File: src/rtl/req_grant_ctrl.sv
// req_grant_ctrl
//   Request/grant sequencer placed in front of an external 8-way
//   combinational fixed-priority arbiter (bit 0 highest priority).
//   Request pulses are captured into sticky pending bits. The pending
//   vector is presented to the arbiter, and the returned one-hot grant is
//   registered and held for a programmable burst length. A done pulse
//   follows the last grant cycle.
//
// Ports
//   clk      in   system clock, rising edge
//   rst_n    in   asynchronous active-low reset
//   req_in   in   [7:0] request pulses, one bit per client
//   len      in   [CNT_W-1:0] grant hold length, sampled at grant issue (0 -> 1)
//   arb_req  out  [7:0] pending vector to the arbiter (register output)
//   arb_gnt  in   [7:0] arbiter grant, combinational from arb_req
//   gnt      out  [7:0] registered one-hot grant to clients
//   busy     out  high whenever the FSM is not in IDLE
//   done     out  one-cycle pulse after the last grant cycle
//   gnt_err  out  sticky grant-check error
//
// Build option
//   GNT_CHECK_EN : when defined, each arbitration in IDLE checks that
//                  arb_gnt is one-hot and a subset of pending. Any
//                  violation sets gnt_err until reset. When undefined,
//                  gnt_err is tied to 0.
//
// state | meaning
// IDLE  | waiting for a pending request; arbitrates when pending != 0
// GRANT | grant held; cnt counts down the remaining grant cycles
// GAP   | done pulse cycle; returns to IDLE

module req_grant_ctrl #(
  parameter int CNT_W = 4
) (
  input  logic             clk,
  input  logic             rst_n,
  input  logic [7:0]       req_in,
  input  logic [CNT_W-1:0] len,
  output logic [7:0]       arb_req,
  input  logic [7:0]       arb_gnt,
  output logic [7:0]       gnt,
  output logic             busy,
  output logic             done,
  output logic             gnt_err
);

  typedef enum logic [1:0] {
    IDLE  = 2'd0,
    GRANT = 2'd1,
    GAP   = 2'd2
  } state_t;

  localparam logic [CNT_W-1:0] CNT_ONE = {{(CNT_W-1){1'b0}}, 1'b1};

  state_t           state_q;
  logic [7:0]       pending_q;
  logic [7:0]       gnt_q;
  logic [CNT_W-1:0] cnt_q;
  logic             busy_q;
  logic             done_q;

  logic             arb_now;
  logic [7:0]       clr_d;
  logic [7:0]       pending_d;

  assign arb_now   = (state_q == IDLE) && (pending_q != 8'h00);
  assign clr_d     = arb_now ? arb_gnt : 8'h00;
  // Set wins over clear, so a client re-requesting on its grant edge is re-queued.
  assign pending_d = (pending_q & ~clr_d) | req_in;

  always_ff @(posedge clk or negedge rst_n) begin
    if (!rst_n) begin
      state_q   <= IDLE;
      pending_q <= 8'h00;
      gnt_q     <= 8'h00;
      cnt_q     <= '0;
      busy_q    <= 1'b0;
      done_q    <= 1'b0;
    end else begin
      pending_q <= pending_d;
      case (state_q)
        IDLE: begin
          if (arb_now) begin
            gnt_q   <= arb_gnt;
            cnt_q   <= (len == '0) ? '0 : (len - CNT_ONE);
            busy_q  <= 1'b1;
            state_q <= GRANT;
          end
        end
        GRANT: begin
          if (cnt_q != '0) begin
            cnt_q <= cnt_q - CNT_ONE;
          end else begin
            gnt_q   <= 8'h00;
            done_q  <= 1'b1;
            state_q <= GAP;
          end
        end
        GAP: begin
          done_q  <= 1'b0;
          busy_q  <= 1'b0;
          state_q <= IDLE;
        end
        default: begin
          gnt_q   <= 8'h00;
          done_q  <= 1'b0;
          busy_q  <= 1'b0;
          state_q <= IDLE;
        end
      endcase
    end
  end

  assign arb_req = pending_q;
  assign gnt     = gnt_q;
  assign busy    = busy_q;
  assign done    = done_q;

`ifdef GNT_CHECK_EN
  logic gnt_err_q;
  logic gnt_onehot;
  logic gnt_bad;

  assign gnt_onehot = (arb_gnt != 8'h00) && ((arb_gnt & (arb_gnt - 8'd1)) == 8'h00);
  assign gnt_bad    = !gnt_onehot || ((arb_gnt & ~pending_q) != 8'h00);

  always_ff @(posedge clk or negedge rst_n) begin
    if (!rst_n) begin
      gnt_err_q <= 1'b0;
    end else if (arb_now && gnt_bad) begin
      gnt_err_q <= 1'b1;
    end
  end

  assign gnt_err = gnt_err_q;
`else
  assign gnt_err = 1'b0;
`endif

endmodule
File: config.mk
export PLATFORM = sky130hd
export DESIGN_NAME = req_grant_ctrl
export DESIGN_NICKNAME = d
export VERILOG_FILES = /design/src/rtl/req_grant_ctrl.sv
export SDC_FILE = /design/constraint.sdc
export NUM_CORES = 1
export LEC_CHECK = 0
export CORE_MARGIN = 8
export CORE_UTILIZATION = 46
export CTS_CLUSTER_DIAMETER = 30
export DETAILED_ROUTE_END_ITERATION = 8
export GPL_TIMING_DRIVEN = 0
export HOLD_SLACK_MARGIN = 0.12
export MAX_ROUTING_LAYER = met4
export PLACE_DENSITY = 0.91
export SYNTH_ARGS = -nofsm -noshare
export SYNTH_HDL_FRONTEND = slang
export SYNTH_SLANG_ARGS = --single-unit
export TNS_END_PERCENT = 10
File: constraint.sdc
create_clock -name clk -period 3.55 [get_ports clk]
set_input_delay 0.71 -clock clk [delete_from_list [all_inputs] [get_ports clk]]
set_output_delay 0.71 -clock clk [all_outputs]
set_load 0.01 [all_outputs]
Yosys cells after proc, flatten, opt, wreduce, memory -nomap -nowiden
Cells that the tools add are included.
{"block": "classes", "reduce_logical": 11, "n_eq_ne": 5, "muxes": 15, "n_bitwise": 6, "add_sub_neg": 2}
{"cell": "$mux W8", "n": 3}
{"cell": "$pmux W8 S3", "n": 1}
{"cell": "$mux W4", "n": 3}
{"cell": "$and A8 B8 Y8", "n": 1}
{"cell": "$not A8 Y8", "n": 1}
{"cell": "$or A8 B8 Y8", "n": 1}
{"cell": "$pmux W4 S2", "n": 1}
{"cell": "$reduce_bool A8 Y1", "n": 1}
{"cell": "$sub A4 B1 Y4 const B", "n": 2}
{"cell": "$ne A2 B2 Y1 const B", "n": 3}
{"cell": "$reduce_and A2 Y1", "n": 3}
{"cell": "$reduce_and A3 Y1", "n": 2}
{"cell": "$logic_not A4 Y1", "n": 1}
{"cell": "$mux W2", "n": 2}
{"cell": "$pmux W1 S2", "n": 2}
{"cell": "$pmux W2 S2", "n": 1}
{"cell": "$reduce_bool A4 Y1", "n": 1}
{"cell": "$not A1 Y1", "n": 3}
{"cell": "$eq A2 B1 Y1 const B", "n": 1}
{"cell": "$eq A2 B2 Y1 const B", "n": 1}
{"cell": "$logic_not A2 Y1", "n": 1}
{"cell": "$mux W1", "n": 2}
{"cell": "$reduce_bool A2 Y1", "n": 1}
{"cell": "$logic_and A1 B1 Y1", "n": 1}
{"block": "totals", "elab_cells": 45, "out_inout_bits": 19, "register_bits": 24, "inputBits": 22}

Logic depth before layout (Yosys ltp)
Gate-level depths: netlist (run 1).
{"block": "depth", "ltp_word": 6, "depth_mapped": 6, "ltp_nobuf": 6}

Worst setup path before layout (run 1)
Ideal clock, no wire load.
{"block": "synth_timing", "kind": "reg2reg", "from": "reg pending_q[0] (netlist: arb_req[0])", "to": "reg cnt_q[1]", "path_buffers": 0, "t_arrival_ns": 1.407, "required_time_ns": 3.425, "synth_period_minus_slack_ns": 1.532, "stages_incl_launch_ff": 5, "setup_slack_ns": 2.018, "setup_time_ns": 0.125, "cell_sequence": "dfrtp_1 > nor4_2 > a31oi_1 > a21boi_4 > mux2_4"}
{"block": "synth_via", "elab_chain_cells": 4}
{"item": "from (decl)", "line_no": "56", "source": "logic [7:0] pending_q;"}
{"item": "from (signal assigned)", "line_no": "80", "source": "pending_q <= pending_d;"}
{"item": "$reduce_bool A8 Y1", "line_no": "66", "source": "assign arb_now = (state_q == IDLE) && (pending_q != 8'h00);"}
{"item": "$logic_and A1 B1 Y1", "line_no": "66"}
{"item": "$ne A2 B2 Y1 (no source line)"}
{"item": "$reduce_and A3 Y1 (no source line)"}
{"item": "to (signal assigned)", "line_no": "85", "source": "cnt_q <= (len == '0) ? '0 : (len - CNT_ONE);"}
{"item": "to (signal assigned)", "line_no": "92", "source": "cnt_q <= cnt_q - CNT_ONE;"}
{"item": "to (decl)", "line_no": "58", "source": "logic [CNT_W-1:0] cnt_q;"}
No other way between the ends.
A chain may end at the register's enable or synchronous reset.

Worst setup path in the final report (run 1)
{"block": "layout_timing", "from": "reg pending_q[6] (netlist: arb_req[6])", "to": "out arb_req[6]"}
{"item": "to (decl)", "line_no": "39", "source": "output logic [7:0] arb_req,"}
No word-level cell between the ends.

==> results of run 1 <==
-- cells in the final DEF (no fill, tap or decap), types with 2 or more instances in the layout --
master           instances
a21o_1                   9
nand2_1                 11
dfrtp_1                 24
nor3_1                   4
a211oi_2                 2
o21ai_0                  3
and3_1                   2
clkbuf_4                 3
clkdlybuf4s50_1         39
a22o_1                   8
nor2_1                   3
a31oi_1                  4
a21oi_1                  5
inv_1                    5
-- cell families (layout without fill, tap and decap cells) --
logic type      after synthesis  count (layout)  share of synthesized area (%)
compound gates               36              36                           26.0
fa+ha+maj                     1               1                           1.14
buf+inv                       7              50                           3.41
flops                        24              24                           54.5
mux                           1               1                           1.36
other cells                   1               1                          0.341
simple gates                 25              25                           13.2
-- cells in the mapped netlist --
cell type  instances
a22o_2             1
a31oi_1            4
nor4_2             1
inv_1              5
o21ai_0            3
nor4_4             1
a21o_2             1
a21oi_1            5
and3_1             2
nor3_1             4
a22o_1             8
a211oi_2           2
mux2_4             1
nand2_1           11
dfrtp_1           24
conb_1             1
a21boi_4           1
a21o_1             9
buf_4              1
ha_1               1
o22ai_2            1
nor3b_2            1
nor2_1             3
or3_1              1
buf_6              1
or2b_1             1
o221ai_1           1
-- power breakdown --
group,switching [mW],total [mW],internal (mW)
Clock,0.0818,0.196,0.114
Sequential,0.0920,0.465,0.373
Combinational,0.281,0.620,0.338
Total,0.455,1.28,0.826
-- per-stage QoR --
step	hold slack, ns	total power [mW]	cells	area, um^2
final	0.498	1.28	166	1580
after detailed placement	0.470	1.09	162	1530
after floorplan	0.414	0.840	95	1100
after global routing	0.536	1.36	166	1580
after CTS	0.501	1.29	166	1580
after global placement	0.468	1.06	162	1530
-- per-layer routing --
layer,wire [um],vias up,track usage (%)
li1,-,435,-
met1,1190,456,16.2
met2,1430,33,23.5
met3,102,6,3.09
met4,60,0,5.45
met5,0,-,-
-- final cells by class --
| type | count | area (um^2) | share of cell area, % |
|---|---|---|---|
| plain buffers | 2 | 18.8 | 1.19 |
| clock buffers | 3 | 22.5 | 1.43 |
| clock inverters | 1 | 30.0 | 1.90 |
| inverters | 5 | 18.8 | 1.19 |
| multi-input cells | 64 | 463 | 29.3 |
| flip-flops and latches | 24 | 601 | 38.0 |
| well taps | 28 | 35.0 | 2.22 |
| repair buffers | 39 | 390 | 24.7 |
-- worst max-delay path by stage --
stage,start,to,slack [ns],cells after the start
floorplan,arb_req[0],cnt_q[1],2.02,4
global placement,rst_n,cnt_q[2],1.60,1
detailed placement,rst_n,cnt_q[2],1.53,1
CTS,arb_req[6],arb_req[6],1.48,1
global route,arb_req[6],arb_req[6],1.45,1
finish,arb_req[6],arb_req[6],1.49,1
-- flip-flops by register name, indices dropped and copies added (netlist names) --
register,cells
arb_req,8
gnt,8
cnt_q,4
state_q,2
busy,1
done,1
==> metrics, run 1 <==
Hold Path Depth=1; die height=~65 um; Final GP Congestion=approximately 0.87; critical path peak fanout=3; Cell Pwr Density=about 810 mW/mm^2; Pre-antenna DRT Iters=4; largest stage delay on the critical path=approximately 0.58 ns; First DRT Iteration DRCs=21; top cell type's share of synthesized area=around 55%; RR Startpoint=cnt_q[0]; Slew Viols, Final=0; post-cts sizing count=0; Final HPWL DP=2.14 mm; peak supply drop=approximately 0.55 mV; r2r worst-path depth=5; Synth Area per Inst=around 12 um^2; final worst setup slack=~1.5 ns; run status=complete, no violations; flop2flop setup slack=about 1.8 ns; Remaining Overflow, GRT=0; setup bufs post-CTS=0; I/O Buffers=39; top post-synthesis cells by area=dfrtp_1, a22o_1, a21o_1; number of max-cap violations=0; Finish-stage setup viols=0; min-delay src=busy; WL final=roughly 2.8 mm; area of the core=about 0.0022 mm^2; Slew HR=31.2%; Fin Clk Skew=around 0.0055 ns; register area share after synthesis=54.5%; CTS tree=yes; DRT antenna net count=0; CTS Sinks=24; syn_nets=~120; Hold Path End=busy; leakage power=about 0.67 nW; Worst-Skew Late Latency=0.32 ns; largest net degree at the start of global routing=25; hold_buf cts=0; leading area contributor after synthesis=dfrtp_1; pre-CTS setup slack=between 1.5 and 2 ns; Yosys reg bits=24; Tot GR Track Use=14.1%; Worst R2R End=gnt[0]; CP Buf/Inv Count=1; Mapped Area=between 0.001 and 0.0015 mm^2; Max Freq=486 MHz; Worst setup EP type=output pin; synthesized netlist cell count=95; Tcrit/Tclk final=between 50% and 60%; critical path's top delay family=buffers and inverters; synth unique cells=27; Hold Crit Class=reg -> reg; worst-margin pin slew=between 1 and 1.5 ns; Tmin final=a little over 2 ns; CTS clk-pin slew, worst paths=about 0.13 ns; CTS Root Buffer Type=clkbuf_4; total CTS buffers=3; share of cells above drive strength 1=11.6%; Die W=approximately 65 um; Initial Util=between 40% and 50%; DR WL/cell=around 17 um; Data required, critical path=between 2 and 3 ns; diode count=0; Worst Path Arrival=approximately 1.4 ns; Vias=a little over 900; first-pass GRT wire length=roughly 4.7 mm; synth-to-layout area growth=43.4%; H-tree Lvls=1; Final Hold Vio Count=0; Core Rows=17; Layout Utilization=roughly 71%; die area=~0.0042 mm^2; Top Ports=41; RSZ-0062 raised after global routing=false; TNS Setup=0 ns; vias in the first global route=a little over 1k; Worst setup SP type=flop; DR DRC count=0; yosys warns=0; Slowest cell on crit path=clkdlybuf4s50_1; initial antenna violation count=0; number of nets in the layout=162; fill cell count=roughly 160; Setup CP Type=reg -> out; crit-path cells=clkdlybuf4s50_1; vias per std cell=between 5 and 6; Max clock buf depth=2
Power figures use the tool's default switching activity.
==> run 2: changes to the inputs <==
--- a/config.mk
+++ b/config.mk
@@ -6,13 +6,13 @@
 export NUM_CORES = 1
 export LEC_CHECK = 0
 export CORE_MARGIN = 8
-export CORE_UTILIZATION = 46
+export CORE_UTILIZATION = 39
 export CTS_CLUSTER_DIAMETER = 30
 export DETAILED_ROUTE_END_ITERATION = 8
 export GPL_TIMING_DRIVEN = 0
 export HOLD_SLACK_MARGIN = 0.12
 export MAX_ROUTING_LAYER = met4
-export PLACE_DENSITY = 0.91
+export PLACE_DENSITY = 0.83
 export SYNTH_ARGS = -nofsm -noshare
 export SYNTH_HDL_FRONTEND = slang
 export SYNTH_SLANG_ARGS = --single-unit
==> constraint.sdc (replaced) <==
create_clock -name clk -period 1.85 [get_ports clk]
set_input_delay 0.37 -clock clk [delete_from_list [all_inputs] [get_ports clk]]
set_output_delay 0.37 -clock clk [all_outputs]
set_load 0.01 [all_outputs]
==> run 2 against run 1 <==
Effect of this change:
- critical path depth is the same
- global-route usage shrank 2.1 points
- worst hold slack lost 0.0013 ns
- die area grew 13%
- routed wire length shrank 0.29%
- clock-buffer cell count is the same
- worst setup slack lost 1.3 ns
- highest routed layer unchanged
- total power grew 81%
- combinational power grew 94%
- register-to-register slack lost 1.6 ns
- non-clock buffer count is the same
- sequential share of layout area grew 0.49 points
==> metrics, run 2 (synthesized netlist as in run 1, its figures left out) <==
Final GP Congestion=0.869 (was 0.873); Reg power frac=39.1% (was 36.3%); share of cells above drive strength 1=10.9% (was 11.6%); die height=69.1 um (was 64.9 um); RR Startpoint=cnt_q[0] (unchanged); TNS Setup=0 ns (unchanged); first-pass GRT wire length=4.77 mm (was 4.66 mm); run status=complete, no violations (unchanged); flop2flop setup slack=0.17 ns (was 1.79 ns); Tmin final=~1.7 ns; DRT antenna net count=0 (unchanged); I/O Buffers=39 (unchanged); CTS tree=yes (unchanged); Top Ports=41 (unchanged); total power=2.32 mW (was 1.28 mW); Comb pwr share=51.6% (was 48.4%); Worst setup EP type=output pin (unchanged); die area=0.00478 mm^2 (was 0.00422 mm^2); First DRT Iteration DRCs=10 (was 21); diode count=0 (unchanged); area of the core=0.00271 mm^2 (was 0.00223 mm^2); Setup CP Type=reg -> out (unchanged); Final HPWL DP=2.21 mm (was 2.14 mm); leakage power=0.656 nW (was 0.667 nW); crit-path cells=clkdlybuf4s50_1 (unchanged); vias per std cell=5.54 (was 5.60); Max Freq=594 MHz; Pre-antenna DRT Iters=4 (unchanged); number of max-cap violations=0 (unchanged); DR WL/cell=16.5 um (was 16.8 um); CP Buf/Inv Count=1 (unchanged); power share of the clock group=9.3% (was 15.3%); Worst Path Arrival=1.31 ns (was 1.35 ns); Hold Crit Class=reg -> reg (unchanged); Finish-stage setup viols=0 (unchanged); RSZ-0062 raised after global routing=false (unchanged); synth-to-layout area growth=41.6% (was 43.4%); Crit. Startpoint=arb_req[4] (was arb_req[6]); Cell Pwr Density=1490 mW/mm^2 (was 811 mW/mm^2); CTS Root Buffer Type=clkbuf_4 (unchanged); most common cell after layout, fill and taps aside=clkdlybuf4s50_1 (unchanged); DR DRC count=0 (unchanged); Data required, critical path=1.48 ns (was 2.84 ns); largest stage delay on the critical path=0.57 ns (was 0.58 ns); Fin Clk Skew=0.00158 ns (was 0.00552 ns); Final Hold Vio Count=0 (unchanged); number of nets in the layout=162 (unchanged); most frequent cells in the layout=clkdlybuf4s50_1, dfrtp_1, nand2_1, a21o_1, a22o_1 (unchanged); Worst path depth=1 (unchanged); critical path peak fanout=3 (unchanged); critical path's top delay family=buffers and inverters (unchanged); last element of the critical path=arb_req[4] (was arb_req[6]); hold_buf cts=0 (unchanged); largest net degree at the start of global routing=25 (unchanged); Max clock buf depth=2 (unchanged); Core Rows=19 (was 17); worst-margin pin slew=1.04 ns (was 1.03 ns); Slew Viols, Final=0 (unchanged); total CTS buffers=3 (unchanged); Worst R2R End=gnt[0] (unchanged); Tot GR Track Use=12.0% (was 14.1%); sw power=0.875 mW (was 0.455 mW); Die W=69.1 um (was 64.9 um); CTS Sinks=24 (unchanged); switching part of the total=37.7% (was 35.5%); Slew HR=30.4% (was 31.2%); Tcrit/Tclk final=a little over 90%; Remaining Overflow, GRT=0 (unchanged); Slowest cell on crit path=clkdlybuf4s50_1 (unchanged); WL final=2.78 mm (was 2.79 mm); initial antenna violation count=0 (unchanged); Worst-Skew Late Latency=0.30 ns (was 0.32 ns); Worst setup SP type=flop (unchanged); Vias=931 (was 930); Initial Util=40.6% (was 49.3%); vias in the first global route=1027 (was 1023); Pint=1.45 mW (was 0.826 mW); peak supply drop=0.965 mV (was 0.545 mV); H-tree Lvls=1 (unchanged); r2r worst-path depth=5 (unchanged); CTS clk-pin slew, worst paths=0.12 ns (was 0.13 ns)
==> run 2: power groups by stage <==
stage	registers, mW	clock network, mW	logic (mW)
2_1_floorplan	0.929	0	0.683
3_3_place_gp	0.892	0	1.15
3_5_place_dp	0.903	0	1.20
4_1_cts	0.896	0.224	1.21
5_1_grt	0.934	0.242	1.31
6_report	0.907	0.216	1.20
==> run 2: stage by stage <==
stage | worst slack, ns | cell area, um^2 | hold slack, ns | utilization [%] | std cells
after detailed placement | 0.0841 | 1530 | 0.472 | 56.5 | 165
after CTS | 0.0603 | 1550 | 0.501 | 57.3 | 168
after global placement | 0.139 | 1530 | 0.465 | 56.5 | 165
after floorplan | 0.318 | 1100 | 0.0744 | - | 95
after global routing | 0.0437 | 1560 | 0.524 | 57.5 | 168
final | 0.167 | 1560 | 0.496 | 57.5 | 168
==> run 2: cell type report <==
cell class                 instances  area [um^2]
clock buffer                       3         22.5
multi-input combinational         64          469
sequential                        24          601
inverter                           5         18.8
buffer                             2         18.8
tap                               31         38.8
fill                             228         1150
timing repair buffer              39          390
==> run 2: metal layers <==
layer,GRT usage (%),routed length [um],up-vias
met5,-,0,-
met4,5.01,15,0
met3,2.86,146,2
met2,18.8,1370,30
met1,14.4,1250,468
li1,-,-,431
==> run 2: how the worst min path moves through the flow <==
stage          start          to  slack [ns]  cells past startpoint
2_1_floorplan  rst_n  arb_req[0]        0.07                      0
3_3_place_gp    done        done        0.47                      1
3_5_place_dp    busy        busy        0.47                      1
4_1_cts         busy        busy        0.50                      1
5_1_grt         busy        busy        0.52                      1
6_report        done        done        0.50                      1
==> run 2: what timing repair did <==
item / 4_1_cts / 5_1_grt
setup buffers: 0 / 0
hold endpoints to repair: 0 / 0
gates resized for setup: 0 / 1
endpoints found under the setup margin: 0 / 9
